===== src/rtl/apb_slave_mem.sv =====
// APB completer backed by a byte-wide memory array, with fixed wait states
// and PSLVERR on addresses beyond MEM_DEPTH.
module apb_slave_mem #(
  parameter int APB_AW      = 32,
  parameter int APB_DW      = 8,
  parameter int MEM_DEPTH   = 256,
  parameter int WAIT_CYCLES = 2
) (
  input  logic              PCLK,
  input  logic              PRESET,
  input  logic [APB_AW-1:0] PADDR,
  input  logic              PSEL,
  input  logic              PENABLE,
  input  logic              PWRITE,
  input  logic [APB_DW-1:0] PWDATA,
  output logic [APB_DW-1:0] PRDATA,
  output logic              PREADY,
  output logic              PSLVERR
);

  localparam int IDX_W = $clog2(MEM_DEPTH);
  localparam logic [APB_AW-1:0] DEPTH_A   = APB_AW'(MEM_DEPTH);
  localparam logic [3:0]        WAIT_INIT = 4'(WAIT_CYCLES);

  localparam logic [0:0] ST_IDLE   = 1'b0;
  localparam logic [0:0] ST_ACCESS = 1'b1;

  function automatic logic addr_err(input logic [APB_AW-1:0] a);
    return a >= DEPTH_A;
  endfunction

  function automatic logic [IDX_W-1:0] idx_of(input logic [APB_AW-1:0] a);
    return a[IDX_W-1:0];
  endfunction

  logic [0:0]        state;
  logic [3:0]        cnt;
  logic [APB_AW-1:0] addr_q;
  logic              write_q;
  logic [APB_DW-1:0] wdata_q;
  logic [APB_DW-1:0] mem [MEM_DEPTH];

  logic              setup;
  logic              resp_now;
  logic              complete;
  logic              do_write;
  logic [APB_AW-1:0] rsp_addr;
  logic              rsp_write;
  logic              rsp_err;
  logic [APB_DW-1:0] rsp_rdata;

  // With zero wait states the response is formed on the setup edge itself,
  // so the live bus is used there instead of the not-yet-captured copy.
  always_comb begin
    setup     = (state == ST_IDLE) && PSEL && !PENABLE;
    rsp_addr  = setup ? PADDR  : addr_q;
    rsp_write = setup ? PWRITE : write_q;
    rsp_err   = addr_err(rsp_addr);
    rsp_rdata = rsp_err ? '0 : mem[idx_of(rsp_addr)];
    resp_now  = (setup && (WAIT_CYCLES == 0)) ||
                ((state == ST_ACCESS) && PSEL && !PREADY && (cnt == 4'd1));
    complete  = (state == ST_ACCESS) && PSEL && PREADY;
    do_write  = complete && write_q && !PSLVERR;
  end

  always_ff @(posedge PCLK or posedge PRESET) begin
    if (PRESET) begin
      state   <= ST_IDLE;
      cnt     <= 4'd0;
      PREADY  <= 1'b0;
      PSLVERR <= 1'b0;
      PRDATA  <= '0;
    end else begin
      case (state)
        ST_IDLE: begin
          if (setup) begin
            cnt   <= WAIT_INIT;
            state <= ST_ACCESS;
          end
        end
        default: begin
          if (!PSEL || PREADY) begin
            state   <= ST_IDLE;
            cnt     <= 4'd0;
            PREADY  <= 1'b0;
            PSLVERR <= 1'b0;
          end else if (cnt != 4'd0) begin
            cnt <= cnt - 4'd1;
          end
        end
      endcase
      if (resp_now) begin
        PREADY  <= 1'b1;
        PSLVERR <= rsp_err;
        if (!rsp_write) PRDATA <= rsp_rdata;
      end
    end
  end

  // Transfer attributes are frozen at setup; they carry no reset.
  always_ff @(posedge PCLK) begin
    if (setup) begin
      addr_q  <= PADDR;
      write_q <= PWRITE;
      wdata_q <= PWDATA;
    end
  end

  always_ff @(posedge PCLK or posedge PRESET) begin
    if (PRESET) begin
      for (int i = 0; i < MEM_DEPTH; i++) mem[i] <= '0;
    end else if (do_write) begin
      mem[idx_of(addr_q)] <= wdata_q;
    end
  end

endmodule


===== config.mk =====
export PLATFORM = sky130hd
export DESIGN_NAME = apb_slave_mem
export DESIGN_NICKNAME = d
export VERILOG_FILES = /design/src/rtl/apb_slave_mem.sv
export SDC_FILE = /design/constraint.sdc
export NUM_CORES = 2
export LEC_CHECK = 0
export ABC_AREA = 1
export CORE_UTILIZATION = 30
export DETAILED_ROUTE_END_ITERATION = 16
export GPL_ROUTABILITY_DRIVEN = 0
export PLACE_DENSITY_LB_ADDON = 0.12
export SETUP_SLACK_MARGIN = 0.05
export SLEW_MARGIN = 20
export SYNTH_ARGS = -nofsm -noshare
export SYNTH_HDL_FRONTEND = slang
export SYNTH_SLANG_ARGS = --single-unit

===== constraint.sdc =====
create_clock -name PCLK -period 113.1 [get_ports PCLK]
set_clock_uncertainty 0.05 [all_clocks]
set_input_delay 22.62 -clock PCLK [delete_from_list [all_inputs] [get_ports PCLK]]
set_output_delay 22.62 -clock PCLK [all_outputs]
set_load 0.05 [all_outputs]

==> impl_metrics.toml <==
[critical_path]
rr_worst_depth = 17
rrSetupSlack_ns = 107.17
reg2reg_to = "PRDATA[7]"
cp-start-kind = "input port"
cp.arrival_ns = 28.48
crit_end = "PRDATA[7]"
worstPathRequired_ns = 113.89
crit_path_end_kind = "register"
critPathKind = "in2reg"
rr_startpoint = "state"
crit_start = "PSEL"
cp_max_fo = 150

[floorplanning]
dieArea_sq_um = 320000
die_y_um = 566
io_pins = 55
start_util_pct = 30.2
core_area_sq_um = 315000
die_w_um = 566
rows = 206

[clock_network]
postCtsHoldBufs = 0
cts.path.max_buffers = 4
cts_tree = "built"
cts.clk_slew.worst_paths_ns = 0.06
cts.repair.resized = 0
clkLatencyLatePin_ns = 0.94
cts_root_buffer = "clkbuf_16"
cts.htree.levels = 4
cts_inserted_buffers = 245
post-cts-setup-buffer-count = 0
clock-sinks = 2104

[synthesis]
synth_top_cells_by_area = "dfrtp_1 54%, nand2_1 17%, nand3_1 11%"
synth.most_common_cell = "nand2_1"
synth_top_area_cell = "dfrtp_1"
synth-main-ff-cell = "dfrtp_1"
synth.distinct_cells = 35
syn_area_sq_um = 95300
yosys_warnings = 0
synth_edf_count = 8
synthArstFlopShare_pct = 98.1
syn_nets = 11900
synthTopCellsByCount = "4333 x nand2_1, 2120 x nand3_1, 2063 x dfrtp_1"
syn-instance-count = 11900
synth-seq-cells = 2104
avgSynthCellArea_sq_um = 8.04
synth_seq_area_share_pct = 55.1
yosysTopAreaCellShare_pct = 54.2

[route]
dr.pass1.iters = 6
finalWirelength_um = 361000
ant_nets = 0
via_per_inst = 5.23
drc = 0
vias = 82000
drt_iter0_drc = 8367
wire_per_inst_um = 23.0

[timing]
finalSetupTns_ns = 0
period_share_pct = 24.5
fmax_ghz = 0.0361
max-slew-margin-rel_pct = 24.5
hold_viol_final = 0
slew_violations = 0
setup_viol = 0
tightestPinTransition_ns = 1.13
setup_ws_ns = 85.42
rsz0062_at_grt = "false"
fin_crit_ns = 27.68

[pwr]
vdd_drop_max_mv = 0.0130
p_per_area_nw_per_um2 = 18.1
p_leak_nw = 45.3

[run]
drv_cap = 0

[layout]
post-route-util_pct = 33.8
drive_above_1_share_pct = 4.95
area_growth_pct = 11.7
final_net_count = 11400

[global_route]
grt_max_degree = 170
grt_pass1_vias = 78700
antenna_found_initial = 16
grt_pass1_wl_um = 543000
grt.total_usage_pct = 22.4
overflow = 0

[hold_path]
worstHoldPathType = "reg2reg"

[placed_design]
dp_slack_ns = 84.65
portBuffers = 54
dpl.hpwl_um = 206000

[outcome]
status = "finished clean"
layout by cell type, fill, tap and decap left out, drive strengths merged, types with 2 or more instances in the layout:
cell type      count
nand3           2121
nor3b              2
inv              110
nor3               3
nand2           4336
diode              6
nand4             32
clkdlybuf4s50     54
bufinv            18
edfxtp             8
dfrtp           2063
buf              138
a21oi              3
clkinv            53
ha                 2
o211ai            20
nor2              70
clkbuf           371
dfxtp             33
o21ai           2069
logic make-up after synthesis:
logic type	after synthesis	share of synthesized area (%)
adder cells (fa/ha/maj)	2	0.0262
AO/OA/AOI/OAI	2094	11.1
AND/OR/NAND/NOR	6567	28.8
flip-flops	2104	55.1
buffers and inverters	1095	5.02
registers in the layout, summed over array words and instances, names as in the netlist:
name     count
PRDATA       8
PREADY       1
PSLVERR      1
addr_q      32
cnt          4
mem       2048
state        1
wdata_q      8
write_q      1
how the worst min path moves through the flow:
stage / from / end / slack (ns) / depth (start not counted)
finish: addr_q[24] / addr_q[24] / 0.40 / 2
global route: addr_q[24] / addr_q[24] / 0.41 / 2
CTS: addr_q[24] / addr_q[24] / 0.40 / 2
detailed placement: addr_q[8] / addr_q[8] / 0.39 / 2
global placement: addr_q[19] / addr_q[19] / 0.39 / 2
floorplan: addr_q[11] / addr_q[11] / 0.37 / 2
through the flow:
step / std cells / power (mW) / cell area, sq um / hold slack (ns)
after global routing: 15700 / 2.00 / 106000 / 0.412
after detailed placement: 15200 / 1.13 / 98200 / 0.387
final: 15700 / 1.93 / 106000 / 0.399
after global placement: 15200 / 1.13 / 98200 / 0.385
after CTS: 15700 / 1.95 / 106000 / 0.403
after floorplan: 11900 / 0.984 / 95300 / 0.373
worst max-delay path: stages:
cell and delay (ns):
clkdlybuf4s50_1 0.54, nand3_4 0.39, nand2_4 0.24, nand2_8 0.67, buf_12 0.57, buf_4 0.86
buf_12 0.55, nand2_1 0.13, nand3_1 0.14, nand3_1 0.11, nand3_1 0.15, nand3_1 0.09
nand3_1 0.21, nand3_1 0.21, nand3_1 0.24, nand3_1 0.11, nand2_1 0.09
metal layers:
metal / share of wire [%] / GRT usage, %
met5: 0.0094 / 0
met4: 3.0 / 6.51
met3: 5.5 / 2.93
met2: 45 / 35.5
met1: 46 / 31.8
power by group:
part | total (mW) | switching [mW] | internal [mW]
Clock | 0.815 | 0.332 | 0.483
Combinational | 0.355 | 0.281 | 0.0737
Sequential | 0.761 | 0.00314 | 0.758
Total | 1.93 | 0.616 | 1.31
cell type report:
type                            count  area (sq um)
Timing Repair Buffer              192          1850
Antenna cell                        6          15.0
Inverter                          111           497
Fill cell                       33400        209000
Multi-Input combinational cell   8663         38200
Tap cell                         4160          5200
Sequential cell                  2104         52500
Clock buffer                      371          7320
Clock inverter                     71           870
Note: power is estimated with default switching activity, not from simulation.
